### config.mk
export PLATFORM = sky130hd
export DESIGN_NAME = mem_stage
export DESIGN_NICKNAME = d
export VERILOG_FILES = /design/src/rtl/CPU_pkg.sv /design/src/rtl/load_extender.sv /design/src/rtl/mem_stage.sv
export SDC_FILE = /design/constraint.sdc
export NUM_CORES = 1
export LEC_CHECK = 0
export CORE_ASPECT_RATIO = 0.6
export CORE_MARGIN = 2
export CORE_UTILIZATION = 44
export CTS_BUF_LIST = sky130_fd_sc_hd__clkbuf_4 sky130_fd_sc_hd__clkbuf_8 sky130_fd_sc_hd__clkbuf_16
export DETAILED_ROUTE_END_ITERATION = 10
export PLACE_DENSITY = 0.85
export SLEW_MARGIN = 20
export SYNTH_ARGS = -nofsm -noshare
export SYNTH_HDL_FRONTEND = slang
export SYNTH_SLANG_ARGS = --single-unit
### constraint.sdc
create_clock -name clk -period 2.73 [get_ports clk]
set_clock_uncertainty 0.1 [all_clocks]
set_input_delay 0.4095 -clock clk [delete_from_list [all_inputs] [get_ports clk]]
set_output_delay 0.4095 -clock clk [all_outputs]
set_load 0.01 [all_outputs]
### src/rtl/CPU_pkg.sv
// Shared CPU constants and types: write-back source selects, memory op
// codes, AXI response codes and the memory-stage state encoding.
package CPU_pkg;

    localparam logic [2:0] SEL_ALU = 3'd0;
    localparam logic [2:0] SEL_MEM = 3'd1;
    localparam logic [2:0] SEL_PC4 = 3'd2;
    localparam logic [2:0] SEL_IMM = 3'd3;
    localparam logic [2:0] SEL_CSR = 3'd4;

    localparam logic [2:0] MEM_LB  = 3'd0;
    localparam logic [2:0] MEM_LH  = 3'd1;
    localparam logic [2:0] MEM_LW  = 3'd2;
    localparam logic [2:0] MEM_LBU = 3'd3;
    localparam logic [2:0] MEM_LHU = 3'd4;
    localparam logic [2:0] MEM_SB  = 3'd5;
    localparam logic [2:0] MEM_SH  = 3'd6;
    localparam logic [2:0] MEM_SW  = 3'd7;

    localparam logic [1:0] AXI_RESP_OKAY = 2'b00;

    typedef enum logic [1:0] {
        S_EMPTY,
        S_WAIT_R,
        S_WAIT_B,
        S_FULL
    } mem_state_t;

endpackage

### src/rtl/load_extender.sv
// Aligns load data by the low address bits and sign/zero-extends it.
// Ports: rdata, addr_lsb, MEM_op in; ext_data (32-bit) out.
module load_extender
    import CPU_pkg::*;
(
    input  logic [31:0] rdata,
    input  logic [1:0]  addr_lsb,
    input  logic [2:0]  MEM_op,
    output logic [31:0] ext_data
);

    logic [31:0] shifted;

    always_comb begin
        shifted  = rdata >> {addr_lsb, 3'b000};
        ext_data = rdata;
        unique case (MEM_op)
            MEM_LB:  ext_data = {{24{shifted[7]}}, shifted[7:0]};
            MEM_LH:  ext_data = {{16{shifted[15]}}, shifted[15:0]};
            MEM_LBU: ext_data = {24'b0, shifted[7:0]};
            MEM_LHU: ext_data = {16'b0, shifted[15:0]};
            default: ext_data = rdata;
        endcase
    end

endmodule

### src/rtl/mem_stage.sv
// Memory pipeline stage: holds one instruction while its dmem AXI4-Lite
// R/B response is collected, extends load data, flags access faults and
// drives write-back plus the rd_*_MEM bypass into execute.
// Ports: clk, reset (async active-low), valid/ready handshakes both sides,
// dmem R/B channels, *_EX inputs, *_MEM outputs.
// Option: MEM_STORE_BRESP_WAIT_EN makes stores wait for the B response.
module mem_stage
    import CPU_pkg::*;
(
    input  logic        clk,
    input  logic        reset,
    input  logic        valid_in,
    output logic        ready_out,
    output logic        valid_out,
    input  logic        ready_in,
    input  logic [31:0] dmem_axi_rdata,
    input  logic [1:0]  dmem_axi_rresp,
    input  logic        dmem_axi_rvalid,
    output logic        dmem_axi_rready,
    input  logic [1:0]  dmem_axi_bresp,
    input  logic        dmem_axi_bvalid,
    output logic        dmem_axi_bready,
    input  logic [1:0]  addr_lsb_EX,
    input  logic [31:0] PC_EX,
    input  logic [31:0] IR_EX,
    input  logic [5:0]  rd_addr_EX,
    input  logic [31:0] rd_data_EX,
    input  logic        rd_access_EX,
    input  logic [2:0]  wb_src_EX,
    input  logic [2:0]  MEM_op_EX,
    input  logic [1:0]  imem_axi_rresp_EX,
    input  logic        illegal_inst_EX,
    input  logic        maligned_inst_EX,
    input  logic        maligned_load_EX,
    input  logic        maligned_store_EX,
    output logic [31:0] PC_MEM,
    output logic [31:0] IR_MEM,
    output logic [5:0]  rd_addr_MEM,
    output logic [31:0] rd_data_MEM,
    output logic        rd_access_MEM,
    output logic [1:0]  imem_axi_rresp_MEM,
    output logic        illegal_inst_MEM,
    output logic        maligned_inst_MEM,
    output logic        maligned_load_MEM,
    output logic        maligned_store_MEM,
    output logic        load_access_fault_MEM,
    output logic        store_access_fault_MEM
);

    mem_state_t  state_q, state_d;
    logic [31:0] pc_q, pc_d;
    logic [31:0] ir_q, ir_d;
    logic [5:0]  rd_addr_q, rd_addr_d;
    logic [31:0] rd_data_q, rd_data_d;
    logic        rd_access_q, rd_access_d;
    logic [2:0]  mem_op_q, mem_op_d;
    logic [1:0]  addr_lsb_q, addr_lsb_d;
    logic [1:0]  irresp_q, irresp_d;
    logic        illegal_q, illegal_d;
    logic        mal_inst_q, mal_inst_d;
    logic        mal_load_q, mal_load_d;
    logic        mal_store_q, mal_store_d;
    logic        load_fault_q, load_fault_d;
    logic        store_fault_q, store_fault_d;
    logic        rready_q, rready_d;
    logic        bready_q, bready_d;

    logic [31:0] ext_data;
    logic        capture;
    logic        is_mem;

    load_extender u_load_extender (
        .rdata    (dmem_axi_rdata),
        .addr_lsb (addr_lsb_q),
        .MEM_op   (mem_op_q),
        .ext_data (ext_data)
    );

    assign valid_out = (state_q == S_FULL);
    assign ready_out = (state_q == S_EMPTY)
                    || ((state_q == S_FULL) && ready_in);
    assign capture   = valid_in && ready_out;
    assign is_mem    = (wb_src_EX == SEL_MEM);

    always_comb begin
        state_d       = state_q;
        pc_d          = pc_q;
        ir_d          = ir_q;
        rd_addr_d     = rd_addr_q;
        rd_data_d     = rd_data_q;
        rd_access_d   = rd_access_q;
        mem_op_d      = mem_op_q;
        addr_lsb_d    = addr_lsb_q;
        irresp_d      = irresp_q;
        illegal_d     = illegal_q;
        mal_inst_d    = mal_inst_q;
        mal_load_d    = mal_load_q;
        mal_store_d   = mal_store_q;
        load_fault_d  = load_fault_q;
        store_fault_d = store_fault_q;
        rready_d      = rready_q;
`ifdef MEM_STORE_BRESP_WAIT_EN
        bready_d      = bready_q;
`else
        bready_d      = 1'b1;
`endif

        unique case (state_q)
            S_WAIT_R: begin
                if (dmem_axi_rvalid && rready_q) begin
                    rd_data_d    = ext_data;
                    load_fault_d = (dmem_axi_rresp != AXI_RESP_OKAY);
                    rready_d     = 1'b0;
                    state_d      = S_FULL;
                end
            end
            S_WAIT_B: begin
`ifdef MEM_STORE_BRESP_WAIT_EN
                if (dmem_axi_bvalid && bready_q) begin
                    store_fault_d = (dmem_axi_bresp != AXI_RESP_OKAY);
                    bready_d      = 1'b0;
                    state_d       = S_FULL;
                end
`else
                state_d = S_FULL;
`endif
            end
            S_FULL: begin
                // Drained with nothing behind: clear so the bypass
                // never shows a stale result.
                if (ready_in && !valid_in) begin
                    state_d       = S_EMPTY;
                    pc_d          = '0;
                    ir_d          = '0;
                    rd_addr_d     = '0;
                    rd_data_d     = '0;
                    rd_access_d   = 1'b0;
                    mem_op_d      = '0;
                    addr_lsb_d    = '0;
                    irresp_d      = '0;
                    illegal_d     = 1'b0;
                    mal_inst_d    = 1'b0;
                    mal_load_d    = 1'b0;
                    mal_store_d   = 1'b0;
                    load_fault_d  = 1'b0;
                    store_fault_d = 1'b0;
                end
            end
            default: ;
        endcase

        if (capture) begin
            pc_d          = PC_EX;
            ir_d          = IR_EX;
            rd_addr_d     = rd_addr_EX;
            rd_data_d     = rd_data_EX;
            rd_access_d   = rd_access_EX;
            mem_op_d      = MEM_op_EX;
            addr_lsb_d    = addr_lsb_EX;
            irresp_d      = imem_axi_rresp_EX;
            illegal_d     = illegal_inst_EX;
            mal_inst_d    = maligned_inst_EX;
            mal_load_d    = maligned_load_EX;
            mal_store_d   = maligned_store_EX;
            load_fault_d  = 1'b0;
            store_fault_d = 1'b0;
            if (is_mem && rd_access_EX) begin
                state_d  = S_WAIT_R;
                rready_d = 1'b1;
            end else if (is_mem) begin
`ifdef MEM_STORE_BRESP_WAIT_EN
                state_d  = S_WAIT_B;
                bready_d = 1'b1;
`else
                state_d  = S_FULL;
`endif
            end else begin
                state_d = S_FULL;
            end
        end
    end

    always_ff @(posedge clk or negedge reset) begin
        if (!reset) begin
            state_q       <= S_EMPTY;
            pc_q          <= '0;
            ir_q          <= '0;
            rd_addr_q     <= '0;
            rd_data_q     <= '0;
            rd_access_q   <= 1'b0;
            mem_op_q      <= '0;
            addr_lsb_q    <= '0;
            irresp_q      <= '0;
            illegal_q     <= 1'b0;
            mal_inst_q    <= 1'b0;
            mal_load_q    <= 1'b0;
            mal_store_q   <= 1'b0;
            load_fault_q  <= 1'b0;
            store_fault_q <= 1'b0;
            rready_q      <= 1'b0;
            bready_q      <= 1'b0;
        end else begin
            state_q       <= state_d;
            pc_q          <= pc_d;
            ir_q          <= ir_d;
            rd_addr_q     <= rd_addr_d;
            rd_data_q     <= rd_data_d;
            rd_access_q   <= rd_access_d;
            mem_op_q      <= mem_op_d;
            addr_lsb_q    <= addr_lsb_d;
            irresp_q      <= irresp_d;
            illegal_q     <= illegal_d;
            mal_inst_q    <= mal_inst_d;
            mal_load_q    <= mal_load_d;
            mal_store_q   <= mal_store_d;
            load_fault_q  <= load_fault_d;
            store_fault_q <= store_fault_d;
            rready_q      <= rready_d;
            bready_q      <= bready_d;
        end
    end

`ifndef MEM_STORE_BRESP_WAIT_EN
    // Stores complete without looking at the B channel.
    logic unused_bchan;
    assign unused_bchan = ^{dmem_axi_bvalid, dmem_axi_bresp, store_fault_q};
`endif

    assign PC_MEM                = pc_q;
    assign IR_MEM                = ir_q;
    assign rd_addr_MEM           = rd_addr_q;
    assign rd_data_MEM           = rd_data_q;
    assign rd_access_MEM         = valid_out && rd_access_q;
    assign imem_axi_rresp_MEM    = irresp_q;
    assign illegal_inst_MEM      = illegal_q;
    assign maligned_inst_MEM     = mal_inst_q;
    assign maligned_load_MEM     = mal_load_q;
    assign maligned_store_MEM    = mal_store_q;
    assign load_access_fault_MEM = load_fault_q;
    assign dmem_axi_rready       = rready_q;
    assign dmem_axi_bready       = bready_q;
`ifdef MEM_STORE_BRESP_WAIT_EN
    assign store_access_fault_MEM = store_fault_q;
`else
    assign store_access_fault_MEM = 1'b0;
`endif

endmodule

==> results of run 1 <==
-- registers in the layout, indices dropped and copies added, names as in the netlist --
name,flops
IR_MEM,32
PC_MEM,32
addr_lsb_q,2
dmem_axi_bready,1
dmem_axi_rready,1
illegal_inst_MEM,1
imem_axi_rresp_MEM,2
load_access_fault_MEM,1
maligned_inst_MEM,1
maligned_load_MEM,1
maligned_store_MEM,1
mem_op_q,3
rd_access_q,1
rd_addr_MEM,6
rd_data_MEM,32
state_q,2
-- cell usage in the layout, fill, tap and decap left out, drive strengths merged, types with 10 or more instances in the layout --
cell type and instances:
a21oi 10, o21ai 31, clkbuf 19, a32oi 24, or2 10, inv 13, mux2i 10, dfrtp 119
nor2 28, buf 18, clkdlybuf4s50 268, a22o 82
-- metal layers --
metal	global-route usage	up-vias	share of wire
met3	0.0736	24	0.070
met2	0.419	252	0.46
met5	0	-	0
met1	0.396	2561	0.46
met4	0.0745	0	0.016
li1	-	2360	-
-- per-stage QoR --
stage	hold slack, ns	utilization	power (W)	instances	setup slack [ns]
finish	0.369	0.739	0.0106	912	0.257
global route	0.382	0.739	0.0112	912	0.130
CTS	0.365	0.739	0.0107	912	0.313
detailed placement	0.261	0.687	0.00828	879	0.0453
global placement	0.255	0.687	0.00816	879	0.113
floorplan	0.0139	-	0.00567	477	1.02
-- worst max path at each step --
stage,slack (ns),to,cells after the start,startpoint
final,0.26,rd_data_MEM[2],4,state_q[1]
after global routing,0.13,rd_data_MEM[2],4,state_q[1]
after global placement,0.11,rd_data_MEM[7],5,dmem_axi_rvalid
after floorplan,1.02,state_q[1],6,state_q[1]
after detailed placement,0.05,rd_data_MEM[5],5,dmem_axi_rvalid
after CTS,0.31,rd_data_MEM[2],4,state_q[1]
-- cells by family (layout without fill, tap and decap cells) --
group	count (synthesis)	in the layout	share of synthesized area
AO/OA/AOI/OAI	202	202	0.302
flip-flops	119	119	0.548
AND/OR/NAND/NOR	84	84	0.0794
buffers and inverters	59	329	0.0488
multiplexers	10	10	0.0191
other	2	2	0.00138
adder cells (fa/ha/maj)	1	1	0.00184
-- power by group --
part	switching, W	leakage [nW]	total (W)	internal [W]
clock	0.000832	0.298	0.00231	0.00148
combinational	0.00225	1.98	0.00502	0.00277
sequential	0.000654	1.52	0.00329	0.00264
total	0.00374	3.80	0.0106	0.00689
-- cell type report --
type	count	share of cell area
clock buffers	19	0.0501
flip-flops and latches	119	0.334
multi-input cells	299	0.248
clock inverters	13	0.0192
repair buffers	287	0.321
well taps	165	0.0232
inverters	10	0.00421
-- synthesized netlist by cell type, types with 2 or more instances --
cell | n | area share
a21oi_1 | 10 | 0.0092
a22o_1 | 82 | 0.13
a22oi_1 | 9 | 0.012
a2bb2oi_1 | 8 | 0.013
a31oi_1 | 7 | 0.0081
a32oi_1 | 24 | 0.039
and2_1 | 2 | 0.0023
and3_1 | 2 | 0.0023
buf_2 | 23 | 0.021
buf_4 | 2 | 0.0028
clkbuf_1 | 23 | 0.016
conb_1 | 2 | 0.0014
dfrtp_1 | 119 | 0.55
inv_1 | 10 | 0.0069
mux2i_1 | 9 | 0.017
nand2_1 | 8 | 0.0055
nand2b_1 | 3 | 0.0035
nand3_1 | 9 | 0.0083
nand3b_1 | 8 | 0.011
nor2_1 | 28 | 0.019
nor2b_1 | 4 | 0.0046
nor3_1 | 7 | 0.0064
o2111ai_1 | 7 | 0.011
o211ai_1 | 8 | 0.011
o21ai_0 | 21 | 0.019
o21ai_2 | 9 | 0.015
o221ai_1 | 9 | 0.015
or2_2 | 9 | 0.010
==> impl_metrics.json, run 1 <==
{
  "synthArstFlopShare": 1.00,
  "post-route-min-period_ns": 2.47,
  "die_x_um": 148,
  "setup_viol": 0,
  "postLayoutCellArea_mm2": 0.00891,
  "root_buffer": "clkbuf_16",
  "cts-htree-levels": 4,
  "start_kind": "register",
  "fmax_mhz": 404,
  "reg2reg_depth": 4,
  "dr.first_iter.drc_count": 395,
  "outcome": "completed",
  "firstDrtPassIters": 7,
  "fin_crit_sh": 0.906,
  "clkSinkCount": 119,
  "n_fill_cell": 851,
  "core-area_mm2": 0.0121,
  "clkTransAtPathRegs_ns": 0.06,
  "cts_resized": 0,
  "cp_max_fo": 34,
  "gp_congestion": 1.01,
  "power.density_mw_per_mm2": 1190,
  "viasPerCell": 5.70,
  "num-nets-final": 893,
  "first_global_vias": 5151,
  "die-area_mm2": 0.0133,
  "ant_nets": 0,
  "r2r-end": "rd_data_MEM[2]",
  "grt-ovfl-total": 0,
  "antenna_found_initial": 0,
  "area_growth_pct": 63.9,
  "max_stage_delay_ns": 0.87,
  "yosys_register_bits": 119,
  "routed_wl_um": 18300,
  "critPathKind": "reg -> reg",
  "syn_area_mm2": 0.00544,
  "synthFlopType": "dfrtp_1",
  "path_cells": "nand3b_1 -> a21o_1 -> nand2_1 -> a2bb2oi_1",
  "r2r_slack_ns": 0.26,
  "hp-class": "in -> async",
  "wl_per_cell_um": 20.1,
  "synth-edff-count": 0,
  "io_buffers": 269,
  "cts_hold_buf": 1,
  "vias": 5197,
  "tns_ns": 0,
  "cp_slowest_cell": "a21o_1",
  "ios": 274,
  "cts_made_buffers": 17,
  "relSlewSlack": 0.263,
  "multi_input_area_mm2": 0.00221,
  "worstMarginPinSlew_ns": 1.10,
  "vdd_drop_max_v": 0.000596,
  "syn-num-nets": 636,
  "cp_data_required_time_ns": 2.91,
  "synth.distinct_cells": 43,
  "rsz0062_at_grt": "no",
  "crit_buf_inv": 0,
  "insertedDiodeCount": 0,
  "groute.usage.overall": 0.277,
  "clk_path_buf_depth": 2,
  "crit_arrival_ns": 2.65,
  "placementRows": 31,
  "drv_slew": 0,
  "drive_gt1_frac": 0.0991,
  "reg2reg_from": "state_q[1]",
  "grt_max_degree": 78,
  "dp_hpwl_um": 13200,
  "final-hold-violation-count": 0,
  "route.detailed.drc": 0,
  "postCtsSetupBuffers": 0,
  "p_leak_nw": 3.80,
  "floorplan.initialDensity": 0.451,
  "cpLargestDelayFamily": "compound AO/OA/AOI/OAI gates",
  "grt_pass1_wl_um": 28800,
  "ys_seq_area_frac": 0.548,
  "cts_tree": "built",
  "maxCapViolations": 0,
  "avgSynthCellArea_um2": 11.4,
  "syn_inst": 477,
  "die_y_um": 90.1,
  "ff_latch_area_mm2": 0.00298,
  "place_area_mm2": 0.00828,
  "endpoint_kind": "register",
  "insertion_delay_ns": 0.41,
  "ys_warn_count": 0
}
(Power assumes the default switching activity.)
==> run 2: changes to the inputs <==
- CORE_UTILIZATION: 44 -> 45
- SYNTH_HIERARCHICAL: unset -> 1
==> run 2 against run 1 <==
Register-to-register slack better by 0.09 ns. Worst hold slack better by 0.030 ns. Flip-flop and latch count unchanged. Worst setup slack worse by 0.078 ns. Core utilization is 1.3 points lower. Via count up 2.9%. Synthesized cell count up 3.4%. Clock power shrank 4%. First-iteration DRC count up 2.3%. Wire length rose by 4.0%. Critical endpoint is now ready_out. Largest cell class unchanged. Largest power group unchanged.
==> impl_metrics.json, run 2 <==
{
  "num-nets-final": 913,
  "crit_arrival_ns": 2.04,
  "synthArstFlopShare": 1.00,
  "dr.first_iter.drc_count": 404,
  "grt_max_degree": 62,
  "worstMarginPinSlew_ns": 0.846,
  "die_x_um": 152,
  "routed_wl_um": 19000,
  "syn_area_mm2": 0.00588,
  "clkTransAtPathRegs_ns": 0.07,
  "area_growth_pct": 58.3,
  "cp_data_required_time_ns": 2.22,
  "dp_slack_ns": -0.000645,
  "clkSinkCount": 119,
  "syn-num-nets": 652,
  "yosysTopAreaCell": "dfrtp_1",
  "relSlewSlack": 0.435,
  "post-route-min-period_ns": 2.55,
  "gp_congestion": 0.866,
  "outcome": "completed",
  "syn_inst": 493,
  "post-synth-top-count-cell": "dfrtp_1",
  "start_kind": "register",
  "tns_ns": 0,
  "groute.usage.overall": 0.273,
  "n_fill_cell": 874,
  "grt-ovfl-total": 0,
  "dp_hpwl_um": 13700,
  "most-common-layout-cells": "268 x clkdlybuf4s50_1, 119 x dfrtp_1, 114 x a22o_1",
  "ys_warn_count": 6,
  "final_common_cell": "clkdlybuf4s50_1",
  "synth_area_leaders": "dfrtp_1 51%, a22o_1 17%, mux2_4 7.4%",
  "clk_path_buf_depth": 2,
  "grt_pass1_wl_um": 29800,
  "avgSynthCellArea_um2": 11.9,
  "ant_nets": 0,
  "wl_per_cell_um": 20.3,
  "root_buffer": "clkbuf_16",
  "cts-htree-levels": 4,
  "insertedDiodeCount": 0,
  "power.density_mw_per_mm2": 1160,
  "fin_crit_sh": 0.935,
  "synth_top_area_frac": 0.507,
  "whs_ns": 0.399,
  "firstDrtPassIters": 5,
  "synthFlopType": "dfrtp_1",
  "io_buffers": 269,
  "fmax_mhz": 392,
  "placementRows": 32,
  "yosys_register_bits": 119,
  "setup_viol": 0,
  "vdd_drop_max_v": 0.000505,
  "critPathKind": "reg -> out",
  "route.detailed.drc": 0,
  "first_global_vias": 5475,
  "vias": 5347,
  "ys_seq_area_frac": 0.507,
  "synth_common_cells": "119 x dfrtp_1, 114 x a22o_1, 59 x nand2_1",
  "endpoint_kind": "primary output",
  "synth-edff-count": 0,
  "cp_max_fo": 9,
  "p_leak_nw": 4.21,
  "drv_slew": 0,
  "rsz0062_at_grt": "no",
  "insertion_delay_ns": 0.40,
  "maxCapViolations": 0,
  "viasPerCell": 5.71,
  "antenna_found_initial": 0,
  "ios": 274,
  "hp-class": "reg -> reg",
  "die_y_um": 92.5,
  "final-hold-violation-count": 0,
  "die-area_mm2": 0.0140,
  "cts_tree": "built",
  "floorplan.initialDensity": 0.459,
  "drive_gt1_frac": 0.134,
  "cts_made_buffers": 17,
  "core-area_mm2": 0.0128,
  "setup_ws_ns": 0.178,
  "synth.distinct_cells": 44
}
[run 2: layer usage]
layer  track usage  share of wire
met1         0.373           0.43
met2         0.422           0.45
met3        0.0833          0.093
met4        0.0779          0.019
met5             0              0
[run 2: kinds of logic after synthesis]
| logic type | synth area share |
|---|---|
| flops | 0.507 |
| buf+inv | 0.0543 |
| compound gates | 0.247 |
| mux | 0.104 |
| other cells | 0.00128 |
| simple gates | 0.0860 |
[run 2: report_power, final]
part           switching (W)  internal, W  leakage (nW)  total, W
clock network       0.000914      0.00130         0.288   0.00221
registers           0.000503      0.00250          1.51   0.00301
logic                0.00240      0.00317          2.41   0.00558
total                0.00382      0.00697          4.21    0.0108
[run 2: worst paths after layout]
path | start | end | slack, ns | cells past startpoint
max reg2reg | mem_op_q[1] | rd_data_MEM[12] | 0.35 | 7
min reg2reg | rd_addr_MEM[0] | rd_addr_MEM[0] | 0.40 | 1
max | state_q[1] | ready_out | 0.18 | 5
min | rd_addr_MEM[0] | rd_addr_MEM[0] | 0.40 | 1
min in group asynchronous | reset | rd_data_MEM[17] | 0.45 | 2
max in group asynchronous | reset | PC_MEM[1] | 1.34 | 3
[run 2: timing repair]
action	in CTS	in global routing
gates resized for setup	0	0
endpoints found under the hold margin	42	0
hold buffers	1	0
setup buffers	0	0
[run 2: per-stage QoR]
stage | power, W | utilization | cell area (um^2) | cells
after floorplan | 0.00616 | - | 5880 | 493
final | 0.0108 | 0.726 | 9300 | 937
after CTS | 0.0108 | 0.726 | 9300 | 937
after global placement | 0.00836 | 0.679 | 8700 | 904
after global routing | 0.0114 | 0.726 | 9300 | 937
after detailed placement | 0.00854 | 0.679 | 8700 | 904
[run 2: final cells by class]
class / instances / area [um^2] / area share
clock buffer: 17 / 425 / 0.0457
clock inverter: 15 / 160 / 0.0172
sequential: 119 / 2980 / 0.320
multi-input combinational: 325 / 2590 / 0.278
tap: 170 / 213 / 0.0229
inverter: 2 / 7.51 / 0.000807
timing repair buffer: 289 / 2930 / 0.315
[run 2: worst max-delay path, stage by stage, from the launching register on]
cell             delay, ns
dfrtp_1               0.55
nand2_2               0.15
inv_2                 0.17
nand2_1               0.06
o21ai_0               0.11
clkdlybuf4s50_1       0.59
==> run 3: changes to the inputs <==
- ABC_CLOCK_PERIOD_IN_PS: unset -> 2730
- CORE_MARGIN: 2 -> unset
- RECOVER_POWER: unset -> 100
==> run 3 against run 2 <==
The run now ends with max-capacitance violations, max-slew violations left. Global-route usage rose by 0.63 points. Largest cell class unchanged. Cell count fell by 0.32%. Wire length fell by 3.3%. Clock power rose by 6%. Critical path type is now in -> reg. Critical path depth rose by 3. Clock-buffer cell count did not move. Sequential share of layout area rose by 0.37 points.
==> impl_metrics.json, run 3 (synthesis results as in run 2) <==
{
  "grt-ovfl-total": 0,
  "drive_gt1_frac": 0.104,
  "grt_pass1_wl_um": 29000,
  "gp_congestion": 0.859,
  "r2r_slack_ns": 0.13,
  "cts-htree-levels": 4,
  "insertion_delay_ns": 0.40,
  "max_stage_delay_ns": 0.53,
  "maxCapViolations": 1,
  "violations": "max-capacitance violations, max-slew violations",
  "cp_max_fo": 16,
  "tns_ns": 0,
  "post-route-min-period_ns": 2.64,
  "fmax_mhz": 378,
  "vias": 5259,
  "ios": 274,
  "postCtsSetupBuffers": 0,
  "n_fill_cell": 828,
  "clkTransAtPathRegs_ns": 0.06,
  "final_core_utilization": 0.743,
  "drv_slew": 31,
  "num-nets-final": 915,
  "relSlewSlack": -0.147,
  "hp-start": "rd_data_MEM[18]",
  "cp_data_required_time_ns": 2.92,
  "setup_viol": 0,
  "clk_path_buf_depth": 2,
  "first_global_vias": 5367,
  "die_y_um": 90.5,
  "floorplan.initialDensity": 0.475,
  "power.density_mw_per_mm2": 1120,
  "io_buffers": 269,
  "clkSinkCount": 119,
  "outcome": "finished with violations",
  "antenna_found_initial": 0,
  "r2r-end": "rd_data_MEM[25]",
  "groute.usage.overall": 0.279,
  "area_growth_pct": 56.5,
  "vdd_drop_max_v": 0.000529,
  "wl_per_cell_um": 19.7,
  "hp-class": "reg -> reg",
  "worstMarginPinSlew_ns": 1.72,
  "ant_nets": 0,
  "placementRows": 31,
  "path_cells": "clkdlybuf4s50_1 -> mux4_2 -> buf_4 -> o211ai_2 -> dlymetal6s2s_1 -> nand2_1 -> a22o_1 -> mux2_4",
  "rsz0062_at_grt": "no",
  "grt_max_degree": 64,
  "route.detailed.drc": 0,
  "cp_slowest_cell": "dlymetal6s2s_1",
  "dp_hpwl_um": 12800,
  "core-area_mm2": 0.0124,
  "final_common_cell": "clkdlybuf4s50_1",
  "p_leak_nw": 4.29,
  "endpoint_kind": "register",
  "totalPowerFinal_w": 0.0103,
  "cts_tree": "built",
  "worstHoldPathCells": 1,
  "most-common-layout-cells": "154 x clkdlybuf4s50_1, 119 x dfrtp_1, 115 x dlygate4sd3_1",
  "crit_arrival_ns": 2.83,
  "start_kind": "primary input",
  "die_x_um": 150,
  "root_buffer": "clkbuf_16",
  "fin_crit_sh": 0.968,
  "reg2reg_from": "addr_lsb_q[0]",
  "die-area_mm2": 0.0135,
  "dr.first_iter.drc_count": 348,
  "worstHoldEndpoint": "rd_data_MEM[18]",
  "viasPerCell": 5.63,
  "firstDrtPassIters": 5,
  "reg2reg_depth": 7,
  "insertedDiodeCount": 0,
  "cts_made_buffers": 17,
  "ff_latch_area_mm2": 0.00298,
  "multi_input_area_mm2": 0.00249,
  "routed_wl_um": 18400,
  "critPathKind": "in -> reg",
  "final-hold-violation-count": 0
}
-- run 3: layout make-up --
cell class / count / share of cell area
clock buffers: 17 / 0.0463
clock inverters: 15 / 0.0210
inverters: 2 / 0.000816
multi-input cells: 325 / 0.271
flip-flops and latches: 119 / 0.324
well taps: 165 / 0.0225
repair buffers: 291 / 0.314
-- run 3: timing repair --
action / 4_1_cts / 5_1_grt
resized for setup: 0 / 0
hold buffers: 1 / 0
hold endpoints to repair: 29 / 0
-- run 3: worst max-delay path by stage --
stage / to / cells past startpoint / slack [ns] / startpoint
3_3_place_gp: rd_data_MEM[10] / 7 / 0.07 / dmem_axi_rdata[7]
5_1_grt: rd_data_MEM[23] / 8 / 0.02 / addr_lsb_q[1]
6_report: rd_data_MEM[25] / 8 / 0.09 / dmem_axi_rdata[7]
3_5_place_dp: rd_data_MEM[10] / 7 / 0.04 / dmem_axi_rdata[7]
4_1_cts: ready_out / 5 / 0.13 / state_q[1]
2_1_floorplan: rd_data_MEM[10] / 7 / 0.58 / addr_lsb_q[0]
-- run 3: report_power, final --
part | switching [W] | internal, W | total [W]
Clock | 0.000885 | 0.00146 | 0.00235
Sequential | 0.000417 | 0.00250 | 0.00292
Combinational | 0.00236 | 0.00268 | 0.00503
-- run 3: worst max-delay path: cells and delay by family --
kind,cells,cell delay (ns)
multiplexers,2,0.76
AO/OA/AOI/OAI,2,0.35
buffers and inverters,3,1.15
AND/OR/NAND/NOR,1,0.16
-- run 3: layer usage --
layer,vias up,track usage,share of wire
met4,0,0.0986,0.016
met5,-,0,0
met3,25,0.0722,0.083
met2,260,0.424,0.45
met1,2587,0.384,0.45
li1,2387,-,-
-- run 3: per-stage QoR --
step / std cells / hold slack, ns / setup slack, ns / instance area [um^2]
2_1_floorplan: 493 / 0.0139 / 0.577 / 5880
3_3_place_gp: 901 / 0.263 / 0.0653 / 8700
3_5_place_dp: 901 / 0.272 / 0.0367 / 8700
4_1_cts: 934 / 0.381 / 0.133 / 9330
5_1_grt: 934 / 0.406 / 0.0162 / 9200
6_report: 934 / 0.388 / 0.0875 / 9200
==> patch 1 (config.mk and constraints of run 3) <==
Make the reset (`reset`) synchronous in one clocked block. Comments in the files are not updated.
--- a/src/rtl/mem_stage.sv
+++ b/src/rtl/mem_stage.sv
@@ -181,5 +181,5 @@
     end
 
-    always_ff @(posedge clk or negedge reset) begin
+    always_ff @(posedge clk) begin
         if (!reset) begin
             state_q       <= S_EMPTY;
Behaviour: differs if reset is asserted again (counterexample within 4 cycles, from zero or initial values and one cycle with reset low); with reset held inactive, the same outputs for 4 cycles.
==> patch 1 against run 3 <==
  * Setup slack improved by 0.10 ns
  * Sequential cell count unchanged
  * Critical path type unchanged
  * Die area increased by 0.23%
  * Synthesized area up 0.23%
  * Design area increased by 0.61%
  * The flow still finishes with violations (max-capacitance violations, max-slew violations)
  * Routed wire length increased by 20%
  * Via count up 28%
Power is not compared: it rests on default switching activity, and its combinational part moved more than twofold at a synthesized area within 25%.
==> patch 1: results <==
flow_run:
  maxCapViolations: 1
outcome:
  status: "finished, violations left"
  violations: "max-capacitance violations, max-slew violations"
global_routing:
  antenna_found_initial: 1
  first_global_vias: 6298
  grt.total_usage: 0.319
  grt_max_degree: 86
  grt_first_pass_wirelength_um: 34100
timing:
  drv_slew: 86
  max_slew_margin: -0.134
cells_and_area:
  clk_share: 0.0718
  multi_input_area_um2: 3090
  layout-drive-gt1-share: 0.0858
  diodes: 1
  n_all_buffers: 292
  num-multi-input-gates: 486
  seqCellArea_um2: 2380
  clkbuf_count: 19
  buffer_area_frac: 0.313
  fill_cells: 883
  inverters: 3
synth:
  yosysSeqAreaShare: 0.405
  postSynthAreaPerCell_um2: 8.43
  synth_common_cells: "dfxtp_1, a21oi_1, o211ai_1"
  synth_area_leaders: "dfxtp_1, o211ai_1, a21oi_1"
  syn_nets: 858
  synth.distinct_cells: 43
  synthArstFlopShare: 0
worst_hold_path:
  worstHoldStart: "valid_in"
  whs_endpoint: "mem_op_q[0]"
  hp-class: "primary input to flop"
  hold_path_depth: 3
clock_network:
  htreeDepth: 4
  postCtsSetupBuffers: 0
critical_path:
  crit_start: "reset"
  cp-endpoint: "IR_MEM[15]"
  path_max_fanout: 85
  crit_path_max_incr_delay_ns: 1.23
  r2r_slack_ns: 0.39
  arrival_ns: 2.63
  reg2reg_depth: 4
  reg2reg_from: "state_q[0]"
  critPathSlowestCell: "clkbuf_2"
detailed_routing:
  drt-vias-per-instance: 6.12
  drtPass1Iterations: 7
  routed_wl_um: 22100
  drt_first_iter_violations: 688
placed_design:
  gp_congestion: 0.918
  place_hpwl_um: 15100
[patch 1: cells by family after synthesis]
family,Yosys count,synth area share
AO/OA/AOI/OAI,254,0.306
AND/OR/NAND/NOR,219,0.194
flip-flops,119,0.405
buffers and inverters,94,0.0724
multiplexers,12,0.0227
other,1,0.000637
[patch 1: per-stage QoR]
step / hold slack [ns] / setup slack [ns] / total power, mW / instance area (µm²)
floorplan: 0.337 / 0.640 / 2.46 / 5890
global placement: 0.349 / 0.0531 / 3.02 / 8590
detailed placement: 0.356 / 0.0143 / 3.05 / 8590
CTS: 0.335 / 0.321 / 5.57 / 9260
global route: 0.357 / 0.131 / 5.71 / 9250
finish: 0.352 / 0.191 / 5.52 / 9250
[patch 1: layer usage]
metal | GRT usage | vias to the layer above | routed length, µm
met2 | 0.505 | 409 | 10200
li1 | - | 3083 | -
met1 | 0.423 | 3199 | 9330
met5 | 0 | - | 0
met4 | 0.0909 | 0 | 325
met3 | 0.0874 | 30 | 2310
==> patch 2 (settings of run 3) <==
Without the edit above. Build with the macro `MEM_STORE_BRESP_WAIT_EN` defined.
--- a/src/rtl/mem_stage.sv
+++ b/src/rtl/mem_stage.sv
@@ -5,4 +5,6 @@
 // dmem R/B channels, *_EX inputs, *_MEM outputs.
 // Option: MEM_STORE_BRESP_WAIT_EN makes stores wait for the B response.
+`define MEM_STORE_BRESP_WAIT_EN
+
 module mem_stage
     import CPU_pkg::*;
Check against the original RTL: not equivalent (a bounded check fails within 4 cycles, from zero or initial values and one cycle with reset low).
==> patch 2 against run 3 <==
  * Register-to-register slack better by 0.13 ns
  * Setup slack better by 0.12 ns
  * Cell count is 1.8% higher
  * Design area is 0.78% higher
  * Synthesized area is 0.96% lower
  * Synthesized cell count is 2.8% higher
  * Sequential cell count is 1 higher
  * The flow still finishes with violations (max-capacitance violations, max-slew violations)
  * Clock power is 9.4% lower
  * Critical endpoint is now ready_out
  * Largest cell class unchanged
  * Fmax is 4.7% higher
  * Total power is 13% higher
  * Routed wire length is 3.5% higher
  * Sequential power is 8.6% higher
==> patch 2: results <==
outcome:
  status: "finished, violations left"
  violations: "max-capacitance violations, max-slew violations"
critical_path:
  reg2reg_depth: 7
  crit_path_max_incr_delay_ns: 0.63
  critPathSlowestCell: "dlygate4sd3_1"
  cpLargestDelayFamily: "buffers and inverters"
  path_max_fanout: 9
  arrival_ns: 2.01
clock_network:
  post_cts_resized: 0
  clkLatencyLatePin_ns: 0.40
  postCtsSetupBuffers: 0
  clockBufferDepth: 2
  ctsRootBufferMaster: "clkbuf_16"
  clk_pin_slew_worst_paths_ns: 0.06
  htreeDepth: 4
  numCtsBuffers: 17
flow_run:
  maxCapViolations: 1
placed_design:
  post-place-ws_ns: 0.0157
  numPortBuffers: 273
  gp_congestion: 0.887
  place_hpwl_um: 13700
  placed_cells: 919
synth:
  synth.distinct_cells: 42
  synth_common_cells: "dfrtp_1, a22o_1, nand2_1"
  ys_warn_count: 6
  synth_area_leaders: "dfrtp_1, a22o_1, mux2_2"
  yosysSeqAreaShare: 0.516
  syn_nets: 670
  synthArstFlopShare: 1.00
  syn_inst: 507
power:
  vdd_drop_max_mv: 0.633
  p_leak_nw: 4.25
global_routing:
  antenna_found_initial: 0
  grt.total_usage: 0.295
  grt_first_pass_wirelength_um: 30400
  grt_max_degree: 83
  first_global_vias: 5555
timing:
  max_slew_margin: -0.0231
  drv_slew: 61
detailed_routing:
  drtPass1Iterations: 5
  drc_errors: 0
  drt_first_iter_violations: 353
  drt-vias-per-instance: 5.62
  routed_wl_um: 19000
worst_hold_path:
  hp-class: "primary input to asynchronous set/reset pin"
cells_and_area:
  layout-drive-gt1-share: 0.126
  final_nets: 936
  diodes: 0
  fin_cells: 951
  fill_cells: 839
==> patch 2: kinds of logic after synthesis <==
kind of cell | share of synthesized area
adder cells (fa/ha/maj) | 0.00860
AND/OR/NAND/NOR | 0.0888
buffers and inverters | 0.0439
multiplexers | 0.0903
AO/OA/AOI/OAI | 0.252
flip-flops | 0.516
==> patch 2: power by group <==
part | switching (mW) | internal, mW | leakage [nW] | total [mW]
logic | 3.04 | 3.33 | 2.44 | 6.37
clock network | 0.837 | 1.29 | 0.274 | 2.13
registers | 0.501 | 2.67 | 1.54 | 3.17
==> patch 2: stage by stage <==
stage          instance area, µm²  hold WS (ns)
5_1_grt                      9270         0.401
6_report                     9270         0.284
2_1_floorplan                5820        0.0139
3_5_place_dp                 8740         0.381
4_1_cts                      9300       0.00936
3_3_place_gp                 8740         0.381
==> patch 2: path summary, 6_finish.rpt <==
path                               startpoint        endpoint  slack [ns]
worst min register to register     PC_MEM[26]      PC_MEM[26]        0.39
worst max-delay path               state_q[1]       ready_out        0.21
worst max register to register  addr_lsb_q[1]  rd_data_MEM[9]        0.26
min in group clk                   PC_MEM[26]      PC_MEM[26]        0.39
worst min-delay path                    reset  rd_data_MEM[2]        0.28
max in group asynchronous               reset     mem_op_q[2]        1.07
==> patch 2: area by class of cell <==
cell class | instances | area [µm²] | area share
clock inverter | 13 | 120 | 0.0130
tap | 165 | 206 | 0.0223
clock buffer | 19 | 447 | 0.0482
timing repair buffer | 294 | 2910 | 0.314
multi-input combinational | 337 | 2570 | 0.277
inverter | 3 | 11.3 | 0.00122
sequential | 120 | 3000 | 0.324
==> patch 2: routing by layer <==
metal	GRT usage	vias to the layer above	part of all wire
met2	0.463	279	0.47
met1	0.395	2585	0.42
met4	0.0927	0	0.016
li1	-	2451	-
met3	0.0848	28	0.094
met5	0	-	0
